File: src/rtl/runway_scheduler_pkg.sv
// Shared BobATC types for the runway scheduler: runway lock record, grant class and FSM states.
package runway_scheduler_pkg;

  localparam int N_RUNWAYS = 2;
  localparam int ID_W      = 4;

  typedef struct packed {
    logic [ID_W-1:0] owner;
    logic            active;
  } runway_t;

  typedef enum logic {
    S_TAKEOFF = 1'b0,
    S_LANDING = 1'b1
  } sched_class_t;

  typedef enum logic {
    ST_IDLE  = 1'b0,
    ST_OFFER = 1'b1
  } sched_state_t;

  // Index of the lowest set bit; 0 when no bit is set.
  function automatic logic first_set(input logic [N_RUNWAYS-1:0] v);
    logic idx;
    idx = 1'b0;
    for (int i = N_RUNWAYS - 1; i >= 0; i--) begin
      if (v[i]) idx = 1'(i);
    end
    return idx;
  endfunction

endpackage

File: src/rtl/runway_scheduler_slot.sv
// One runway lock: owner/active registers, release ID compare and, with RUNWAY_TIMEOUT_EN
// defined, an occupancy watchdog that frees the runway after TIMEOUT_CYCLES.
module runway_slot
  import runway_scheduler_pkg::*;
#(
  parameter int TIMEOUT_CYCLES = 1024
) (
  input  logic            clock,
  input  logic            reset,
  input  logic            lock_i,
  input  logic [ID_W-1:0] lock_id_i,
  input  logic            free_i,
  input  logic [ID_W-1:0] release_id_i,
  output logic            active_o,
  output logic            match_o,
  output logic            timeout_o
);

  runway_t slot_q, slot_d;

  assign active_o = slot_q.active;
  assign match_o  = slot_q.active && (slot_q.owner == release_id_i);

`ifdef RUNWAY_TIMEOUT_EN
  localparam int CNT_W = $clog2(TIMEOUT_CYCLES);

  logic [CNT_W-1:0] cnt_q, cnt_d;
  logic             timeout_q;
  logic             expire;

  // A release landing on the same edge takes priority over the watchdog.
  assign expire    = slot_q.active && (cnt_q == CNT_W'(TIMEOUT_CYCLES - 1)) && !free_i;
  assign timeout_o = timeout_q;

  always_comb begin
    cnt_d = cnt_q;
    if (lock_i)             cnt_d = '0;
    else if (slot_q.active) cnt_d = cnt_q + 1'b1;
  end

  always_ff @(posedge clock or posedge reset) begin
    if (reset) begin
      cnt_q     <= '0;
      timeout_q <= 1'b0;
    end else begin
      cnt_q     <= cnt_d;
      timeout_q <= expire;
    end
  end
`else
  logic expire;

  assign expire    = 1'b0;
  assign timeout_o = 1'b0;
`endif

  always_comb begin
    slot_d = slot_q;
    if (lock_i) begin
      slot_d.active = 1'b1;
      slot_d.owner  = lock_id_i;
    end else if (free_i || expire) begin
      slot_d.active = 1'b0;
    end
  end

  always_ff @(posedge clock or posedge reset) begin
    if (reset) slot_q <= '0;
    else       slot_q <= slot_d;
  end

endmodule

File: src/rtl/runway_scheduler.sv
// Runway scheduler: grants takeoff/landing queue heads onto free runways and offers CLEAR
// over valid/ready. Optional occupancy watchdog enabled by defining RUNWAY_TIMEOUT_EN.
module runway_scheduler
  import runway_scheduler_pkg::*;
#(
  parameter int TIMEOUT_CYCLES = 1024
) (
  input  logic                 clock,
  input  logic                 reset,
  input  logic                 takeoff_empty,
  input  logic [ID_W-1:0]      takeoff_id,
  output logic                 takeoff_pop,
  input  logic                 landing_empty,
  input  logic [ID_W-1:0]      landing_id,
  output logic                 landing_pop,
  input  logic                 emergency,
  input  logic                 release_valid,
  input  logic [ID_W-1:0]      release_id,
  output logic                 release_hit,
  output logic                 release_miss,
  output logic                 clr_valid,
  input  logic                 clr_ready,
  output logic [ID_W-1:0]      clr_id,
  output logic                 clr_runway,
  output logic                 clr_landing,
  output logic [N_RUNWAYS-1:0] runway_active,
  output logic [N_RUNWAYS-1:0] timeout_mask
);

  sched_state_t    state_q, state_d;
  logic            last_landing_q, last_landing_d;
  logic [ID_W-1:0] clr_id_q, clr_id_d;
  logic            clr_runway_q, clr_runway_d;
  logic            clr_landing_q, clr_landing_d;
  logic            hit_q, miss_q;

  logic [N_RUNWAYS-1:0] active, match, timeout, lock, free;
  logic                 landing_elig, takeoff_elig, grant, grant_runway;
  sched_class_t         grant_class;
  logic [ID_W-1:0]      grant_id;
  logic                 rel_any;

  assign landing_elig = !landing_empty;
  assign takeoff_elig = !takeoff_empty && !emergency;
  assign rel_any      = release_valid && (|match);

  always_comb begin
    free = '0;
    if (rel_any) free[first_set(match)] = 1'b1;
  end

  always_comb begin
    state_d        = state_q;
    last_landing_d = last_landing_q;
    clr_id_d       = clr_id_q;
    clr_runway_d   = clr_runway_q;
    clr_landing_d  = clr_landing_q;
    grant          = 1'b0;
    grant_class    = S_TAKEOFF;
    grant_runway   = first_set(~active);
    grant_id       = takeoff_id;
    lock           = '0;
    case (state_q)
      ST_IDLE: begin
        // Occupancy seen here is pre-release, so a runway freed this cycle waits one cycle.
        if (!(&active) && (landing_elig || takeoff_elig)) begin
          grant = 1'b1;
          if (landing_elig && (!takeoff_elig || !last_landing_q)) grant_class = S_LANDING;
          grant_id             = (grant_class == S_LANDING) ? landing_id : takeoff_id;
          lock[grant_runway]   = 1'b1;
          clr_id_d             = grant_id;
          clr_runway_d         = grant_runway;
          clr_landing_d        = (grant_class == S_LANDING);
          last_landing_d       = (grant_class == S_LANDING);
          state_d              = ST_OFFER;
        end
      end
      ST_OFFER: begin
        if (clr_ready) state_d = ST_IDLE;
      end
      default: state_d = ST_IDLE;
    endcase
  end

  always_ff @(posedge clock or posedge reset) begin
    if (reset) begin
      state_q        <= ST_IDLE;
      last_landing_q <= 1'b0;
      clr_id_q       <= '0;
      clr_runway_q   <= 1'b0;
      clr_landing_q  <= 1'b0;
      hit_q          <= 1'b0;
      miss_q         <= 1'b0;
    end else begin
      state_q        <= state_d;
      last_landing_q <= last_landing_d;
      clr_id_q       <= clr_id_d;
      clr_runway_q   <= clr_runway_d;
      clr_landing_q  <= clr_landing_d;
      hit_q          <= rel_any;
      miss_q         <= release_valid && !(|match);
    end
  end

  for (genvar i = 0; i < N_RUNWAYS; i++) begin : g_slot
    runway_slot #(
      .TIMEOUT_CYCLES(TIMEOUT_CYCLES)
    ) u_slot (
      .clock        (clock),
      .reset        (reset),
      .lock_i       (lock[i]),
      .lock_id_i    (grant_id),
      .free_i       (free[i]),
      .release_id_i (release_id),
      .active_o     (active[i]),
      .match_o      (match[i]),
      .timeout_o    (timeout[i])
    );
  end

  assign takeoff_pop   = grant && (grant_class == S_TAKEOFF) && !reset;
  assign landing_pop   = grant && (grant_class == S_LANDING) && !reset;
  assign clr_valid     = (state_q == ST_OFFER);
  assign clr_id        = clr_id_q;
  assign clr_runway    = clr_runway_q;
  assign clr_landing   = clr_landing_q;
  assign runway_active = active;
  assign timeout_mask  = timeout;
  assign release_hit   = hit_q;
  assign release_miss  = miss_q;

endmodule

File: config.mk
export PLATFORM = sky130hd
export DESIGN_NAME = runway_scheduler
export DESIGN_NICKNAME = d
export VERILOG_FILES = /design/src/rtl/runway_scheduler_pkg.sv /design/src/rtl/runway_scheduler_slot.sv /design/src/rtl/runway_scheduler.sv
export SDC_FILE = /design/constraint.sdc
export NUM_CORES = 1
export LEC_CHECK = 0
export ABC_AREA = 1
export CAP_MARGIN = 20
export CORE_ASPECT_RATIO = 0.75
export CORE_MARGIN = 1.5
export CORE_UTILIZATION = 35
export DETAILED_ROUTE_END_ITERATION = 10
export MAX_ROUTING_LAYER = met4
export PLACE_DENSITY_LB_ADDON = 0.15
export SLEW_MARGIN = 20
export SYNTH_ARGS = -nofsm -noshare
export SYNTH_HDL_FRONTEND = slang
export SYNTH_SLANG_ARGS = --single-unit
File: constraint.sdc
create_clock -name clock -period 1.4 [get_ports clock]
set_input_delay 0.35 -clock clock [delete_from_list [all_inputs] [get_ports clock]]
set_output_delay 0.35 -clock clock [all_outputs]
set_load 0.005 [all_outputs]
; Word-level counts from Yosys, hierarchy flattened
; Cells that the tools add are included.
[op_classes]
magnitude_cmp = 4
n_eq_ne = 2
n_mux = 28
n_bitwise = 3
n_reduce_logical = 28
[ops]
columns = cell, count
row1 = $mux W1, 19
row2 = $logic_and A1 B1 Y1, 13
row3 = $mux W4, 3
row4 = $eq A4 B4 Y1, 2
row5 = $logic_not A1 Y1, 8
row6 = $mux W2, 3
row7 = $lt A1 B2 Y1 const B, 2
row8 = $reduce_and A2 Y1, 2
row9 = $reduce_bool A2 Y1, 2
row10 = $demux W1 S1, 2
row11 = $ge A1 B1 Y1 const B, 2
row12 = $logic_or A1 B1 Y1, 2
row13 = $not A1 Y1, 2
row14 = $not A2 Y2, 1
row15 = $pmux W1 S2, 1
row16 = $reduce_or A2 Y1, 1
[totals]
register_bits = 19
output_inout_bits = 15
word_cells = 75

; Depth between registers and ports, before layout
[logic_depth]
depth_word = 13
ltp_mapped = 9

; By module
; A second synthesis with hierarchy kept.
[hier_totals]
hier_cells = 153
hier_area_um2 = 1066.0
[modules_own_cells]
columns = mod, n_inst, cells_each, area_per_inst_um2, seq_area_each_um2
row1 = runway_slot, 2, 40, 279.0, 125.1
row2 = runway_scheduler, 1, 73, 508.0, 225.2

; Worst setup path after synthesis
; No wires, ideal clock.
[synth_timing]
path_kind = input to output
from = input takeoff_empty
to = output takeoff_pop
arrival_time_ns = 0.929
required_ns = 1.050
slack_ns = 0.121
cell_stages = 4
n_path_buf = 1
cell_sequence = o21ai_2 o211ai_2 buf_4 nor3_1
[synth_between]
elab_chain_cells = 13
word_cells_on_any_way = 17
classes_between = mux (7) / bitwise (1) / reduce/logical (9)
[synth_lines]
columns = element, line_no
row1 = start: declaration, runway_scheduler.sv:10  ; input logic takeoff_empty,
row2 = $logic_not A1 Y1 (*), runway_scheduler.sv:44  ; assign takeoff_elig = !takeoff_empty && !emergency;
row3 = $logic_and A1 B1 Y1 (*), runway_scheduler.sv:44
row4 = $logic_not A1 Y1, runway_scheduler.sv:68  ; if (landing_elig && (!takeoff_elig || !last_landing_q)) grant_class = S_LANDING;
row5 = $logic_or A1 B1 Y1, runway_scheduler.sv:68
row6 = $logic_and A1 B1 Y1, runway_scheduler.sv:68
row7 = $mux W1, runway_scheduler.sv:68
row8 = $mux W1, runway_scheduler.sv:66  ; if (!(&active) && (landing_elig || takeoff_elig)) begin
row9 = $mux W1, runway_scheduler.sv:63  ; case (state_q)
row10 = $mux W1, runway_scheduler.sv:66
row11 = $mux W1, runway_scheduler.sv:63
row12 = $not A1 Y1, runway_scheduler.sv:121  ; assign takeoff_pop = grant && (grant_class == S_TAKEOFF) && !reset;
row13 = $logic_and A1 B1 Y1 (*) (2 in series), runway_scheduler.sv:121
row14 = end: declaration, runway_scheduler.sv:12  ; output logic takeoff_pop,
; Mark *: on every way between the ends. The rest lies on a longest branch, timed or not. The select of a mux whose other input is x is not followed.

; Worst setup path after layout
[layout_timing]
from = register g_slot[0].u_slot.slot_q, in the netlist g_slot[0].u_slot.active_o
to = output landing_pop
[layout_between]
elab_chain_cells = 7
word_cells_on_any_way = 9
classes_between = mux (4) / reduce/logical (5)
[layout_lines]
columns = element, line_no
row1 = start: declaration, runway_scheduler_slot.sv:19  ; runway_t slot_q, slot_d;
row2 = start signal: assignment, runway_scheduler_slot.sv:69  ; else slot_q <= slot_d;
row3 = $reduce_and A2 Y1 (*), runway_scheduler.sv:66
row4 = $logic_not A1 Y1 (*), runway_scheduler.sv:66
row5 = $logic_and A1 B1 Y1 (*), runway_scheduler.sv:66
row6 = $mux W1, runway_scheduler.sv:66
row7 = $mux W1, runway_scheduler.sv:63
row8 = $logic_and A1 B1 Y1 (*) (2 in series), runway_scheduler.sv:122  ; assign landing_pop = grant && (grant_class == S_LANDING) && !reset;
row9 = end: declaration, runway_scheduler.sv:15  ; output logic landing_pop,
; Mark *: on every way between the ends. The rest lies on a longest branch, timed or not.

==> impl_metrics.csv <==
group,metric,value,unit
finish,nets,237,
route,drtPass1Iterations,4,
status,outcome,"complete, but fails checks",
clock_network,cts_tree,"built",
clock_network,h-tree-depth,1,
power_and_ir_drop,p_sw_share,38.6,%
synth,ys_seq_elements,19,
route,top_layer,"met4",
synth,synth-simple-area-share,37.5,%
finish,n_fill_cell,253,
synth,synth_compound_gate_area_share,3.95,%
finish,fin_area,0.00175,mm²
power_and_ir_drop,power.leakage,1.01,nW
synth,synth_cell_types,14,
synth,synth_top_area_cell,"dfrtp_1",
power_and_ir_drop,powerDensity,1700,mW/mm²
critical_path,critical_path.startpoint_type,"flop",
grt,grt_usage,20.5,%
floorplanning,start_util,38.4,%
status,violations,"negative setup slack",
synth,syn_area_per_cell,6.74,µm²
synth,synth_mux_area_share,0,%
placed_design,port_buffers,31,
timing,setup_slack,-183,ps
finish,final_cell_mix,"nand2_1, buf_4, dfrtp_1",
route,wl_per_cell,12.0,µm
floorplanning,std_cell_rows,16,
clock_network,clockBufferDepth,2,
power_and_ir_drop,p_int,1.83,mW
synth,ys_warn_count,0,
placed_design,hpwlAfterDp,2060,µm
timing,skew,5.75,ps
clock_network,clkSinkCount,19,
grt,overflow,0,
synth,synth_cells,155,
clock_network,worstSkewPairLatency,260,ps
grt,grt_max_degree,20,
hold_path,hold_class,"input port to async pin",
power_and_ir_drop,ir_drop,791,µV
timing,finalCritPeriodShare,113,%
grt,antenna_found_initial,0,
placed_design,dpl.cell_count,236,
critical_path,setup.worst_path.end_class,"output pin",
grt,grt_pass1_vias,1120,
route,wirelength_met1,1310,µm
route,met2_length,1540,µm
critical_path,critPathRequiredTime,1050,ps
power_and_ir_drop,p_seq_share,31.6,%
clock_network,ctsRootBufferMaster,"clkbuf_8",
synth,synth.cell_area,0.00104,mm²
critical_path,crit_arrival,1230,ps
finish,syn_to_final_growth,67.8,%
floorplanning,placeableCoreArea,0.00272,mm²
power_and_ir_drop,switchingPower,1.15,mW
synth,synthXorXnorAreaFrac,0.838,%
critical_path,worstSetupPathType,"flop to output pin",
power_and_ir_drop,clkPwrFrac,12.7,%
clock_network,cts-buffers-inserted,3,
synth,synth_seq_area_share,45.5,%
timing,slew_viol_final,0,
synth,synth_top_family_by_area,"simple AND/OR/NAND/NOR gates",
timing,setup_viol,2,
timing,finalHoldViolCount,0,
floorplanning,die_y,50.3,µm
route,drt_iter0_markers,85,
route,ant_nets,0,
timing,final.min_clock_period,1580,ps
synth,synth_top_area_share,45.5,%
synth,synth_fa_ha_area_share,0,%
timing,fmax,632,MHz
flow_run,max_cap_viol_count,0,
power_and_ir_drop,power.total,2.98,mW
timing,rsz0062_at_grt,"true",
clock_network,path_clk_slew,70,ps
finish,layout_commonest_cell,"nand2_1",
critical_path,cp_max_fo,3,
synth,synth_area_leaders,"dfrtp_1, nand2_1, inv_1",
route,route.detailed.drc,0,
route,vias,1153,
critical_path,rrSetupSlack,90,ps
route,route.met3.wl,139,µm
floorplanning,fp.dieW,66.1,µm
finish,final_layout_size_suffix_gt1_share,31.8,%
placed_design,routabilityCongestion,0.862,
finish,final_cells,253,
critical_path,ff2ff_path_depth,8,
finish,diodes,0,
grt,grt_pass1_wl,5030,µm
route,drt-total-wl,3040,µm
route,viasPerCell,4.56,
floorplanning,ios,34,
power_and_ir_drop,pwr-share-comb,55.7,%
placed_design,post_dp_cell_area,0.00150,mm²
floorplanning,fp.dieArea,0.00333,mm²
[power by group through the flow]
stage | Combinational (mW) | Clock (mW) | Sequential (mW)
after CTS | 1.50 | 0.392 | 0.942
after global routing | 1.84 | 0.420 | 0.967
final | 1.66 | 0.378 | 0.940
after detailed placement | 1.32 | 0 | 0.945
after floorplan | 0.652 | 0 | 0.940
after global placement | 1.31 | 0 | 0.933
[flip-flops by register name (all words and copies together) (netlist names)]
signal,count
clr_id,4
clr_landing,1
clr_runway,1
clr_valid,1
g_slot.u_slot.active_o,2
g_slot.u_slot.slot_q,8
release_hit,1
release_miss,1
[path summary, 6_finish.rpt]
kind | endpoint | from
max | landing_pop | g_slot[0].u_slot.active_o
min | clr_valid | reset
min reg2reg | clr_id[2] | clr_id[2]
max in group asynchronous | g_slot[0].u_slot.slot_q[4] | reset
max reg2reg | g_slot[0].u_slot.active_o | g_slot[0].u_slot.active_o
min in group clock | clr_id[2] | clr_id[2]
[final cells by class]
class	instances	area, µm²	share of cell area (%)
clock buffer	4	45.0	2.57
inverter	23	86.3	4.93
multi-input combinational	109	547	31.2
sequential	19	475	27.1
tap	36	45.0	2.57
timing repair buffer	62	554	31.6
[cells by family after synthesis]
family	Yosys count
AO/OA/AOI/OAI	6
XOR/XNOR	1
buffers and inverters	28
flip-flops	19
other	1
AND/OR/NAND/NOR	100
[worst max-delay path, stage by stage, from the launching register on]
cell      delay [ps]
dfrtp_1          370
inv_2             60
o211ai_4         220
inv_2             80
nand2_2           80
nor2_1            40
buf_2            120
[Yosys cell counts]
cell      number
o21ai_2        1
conb_1         1
xnor2_1        1
nor3_1         1
inv_1         23
dfrtp_1       19
nor3_2         1
o21ai_0        2
nand2_1       81
nor2_1        10
nand3_1        7
buf_4          5
o211ai_2       1
a21oi_1        2
[metrics by stage]
step / utilization, % / hold WS (ps) / setup TNS (ps) / setup WS, ps
floorplan: - / 301 / 0 / 121
global placement: 55.1 / 460 / -5120 / -741
detailed placement: 55.1 / 464 / -5550 / -783
CTS: 62.8 / 303 / -296 / -192
global route: 64.4 / 339 / -463 / -238
finish: 64.4 / 298 / -291 / -183
[per-layer routing]
metal	up-vias	GRT usage (%)
li1	577	-
met1	537	25.5
met2	31	32.7
met3	8	5.16
met4	0	6.80
met5	-	-
[repair_timing]
action	in CTS	in global routing
setup buffers	19	3
hold buffers	0	0
resized for setup	59	24
pin swaps	16	12
endpoints found under the setup margin	15	21
Power figures use the tool's default switching activity.
==> patch (same settings) <==
Build with the macro `RUNWAY_TIMEOUT_EN` defined.
--- a/src/rtl/runway_scheduler_slot.sv
+++ b/src/rtl/runway_scheduler_slot.sv
@@ -2,2 +2,4 @@
 // defined, an occupancy watchdog that frees the runway after TIMEOUT_CYCLES.
+`define RUNWAY_TIMEOUT_EN
+
 module runway_slot
Formal check against the unedited RTL: same outputs for any inputs over 10 cycles, from zero or initial values and one cycle with reset high; that may be too few to reach the edited logic, so the function may still have changed.
==> patch against the original RTL <==
- the run still ends with setup timing left
- final cell count up 81%
- cell area increased by 85%
- area after synthesis rose by 110%
- largest power group unchanged
- routed wire length grew 73%
- non-clock buffer count rose by 23
- worst setup slack got worse by 15 ps
- utilization down 13 points
- register-to-register slack worse by 140 ps
- sequential cell count grew 22
- critical endpoint unchanged
- total power grew 87%
==> patch: results (changes against the original RTL) <==
* GPL Wtd Cong at 0.778 (-9.7%)
* DR iter-0 viols at 102 (+20%)
* Final WL at 5270 um (+73%)
* Placed cell area at 2870 um^2 (+91%)
* Vias in the first global route at 1849 (+65%)
* Synth Area in Compound Gates at 7.98% (+4.0 points)
* Htree depth at 2 (+1)
* CP max-delay cell: dfrtp_2
* Post-Synth Adder-Cell Area at 1.12% (+1.1 points)
* Sequential-to-total area share from yosys stat at 45.8% (+0.28 points)
* Arr. time, crit path at 1250 ps (+20 ps)
* Worst Hold Class: flip-flop to flip-flop
* Global-route wire length before repair at 8890 um (+77%)
* Placed insts at 433 (+83%)
* Post-route setup TNS at -531 ps (-240 ps)
* Tot GR Track Use at 17.7% (-2.8 points)
* Pre-CTS setup slack at -853 ps (-70.1 ps)
* Yosys cell types at 29 (+15)
* Setup WS post-layout at -198 ps (-14.5 ps)
* Share of cells above drive strength 1 at 29.7% (-2.1 points)
* Synth top area cells: dfrtp_1, nand2_1, inv_1
* Status: finished, violations left
* Critical Path Max Stage Delay at 410 ps (+40 ps)
* Max FFs per register at 20 (+12)
* Fin nets at 397 (+68%)
* Reg2Reg Launch Point: g_slot[0].u_slot.active_o$_DFFE_PP0P_
* Sequential cell area at 1030 um^2 (+120%)
* Via density at 4.41 (-3.2%)
* Worst VDD drop at 0.000603 V (-24%)
* FILL cells at 631 (+150%)
* Clock Skew at 7.05 ps (+1.30 ps)
* Port Buf Inserts at 33 (+6.5%)
* Syn Area/Cell at 7.65 um^2 (+13%)
* CTS Buf Count at 5 (+2)
* Area share of xor/xnor cells in the synthesized design at 0.782% (-0.057 points)
* Biggest register: g_slot.u_slot.cnt_q
* Post-DP HPWL at 3750 um (+82%)
* Clk Latency, worst-skew pair at 290 ps (+30 ps)
* Failing checks: setup timing
* Synth top cells by count: nand2_1, dfrtp_1, inv_1
* Pin count of the biggest net entering global routing at 42 (+110%)
* Final setup viols at 6 (+4)
* Syn. warnings at 0 (unchanged)
* Leak at 1.69 nW (+67%)
* Via Count at 2021 (+75%)
patch: layout make-up:
class                      count  area share [%]
multi-input combinational    205            33.6
sequential                    41            31.7
timing repair buffer          85            23.4
inverter                      38            4.56
tap                           81            3.13
clock buffer                   7            2.67
clock inverter                 1           0.928
patch: layer usage:
| layer | track usage (%) | vias to the layer above | wire length [um] |
|---|---|---|---|
| li1 | - | 1075 | - |
| met1 | 26.1 | 895 | 2810 |
| met2 | 23.5 | 44 | 2120 |
| met3 | 3.77 | 7 | 249 |
| met4 | 6.86 | 0 | 90 |
| met5 | - | - | 0 |
patch: final timing paths:
path | cells past startpoint | slack, ps | endpoint
setup / recovery | 5 | -200 | landing_pop
hold / removal | 2 | 470 | clr_id[3]$_DFFE_PP0N_
setup reg to reg | 9 | -50 | g_slot[0].u_slot.cnt_q[6]$_DFFE_PP0P_
hold reg to reg | 2 | 470 | clr_id[3]$_DFFE_PP0N_
max in group asynchronous | 3 | 670 | g_slot[0].u_slot.active_o$_DFFE_PP0P_
min in group asynchronous | 3 | 530 | g_slot[1].u_slot.slot_q[4]$_DFFE_PP0P_
patch: cell families after synthesis:
group                      count (synthesis)
AOI/OAI and AO/OA                         28
DFF                                       41
xor gates and xnor gates                   2
and+or+nand+nor                          173
adders and majority gates                  2
buffers and inverters                     47
patch: what timing repair did:
action                     in CTS  in global routing
cloned                          1                  0
resized for setup              68                 27
hold endpoints to repair        0                  0
setup endpoints to repair      41                 16
hold buffers                    0                  0
setup buffers                  12                  5
pin swaps                       4                 13
patch: worst reg2reg max path, stage by stage, from the launching register on:
cell,delay (ps)
dfrtp_2,370
buf_4,110
buf_6,80
buf_6,90
buf_8,110
nand2_4,60
nor2_4,120
buf_6,140
a31oi_4,80
a211oi_2,210
patch: where the power goes:
group | switching [mW] | total [mW] | internal (mW)
clock | 0.408 | 0.990 | 0.582
sequential | 0.301 | 1.88 | 1.58
combinational | 1.33 | 2.69 | 1.37
total | 2.04 | 5.57 | 3.53
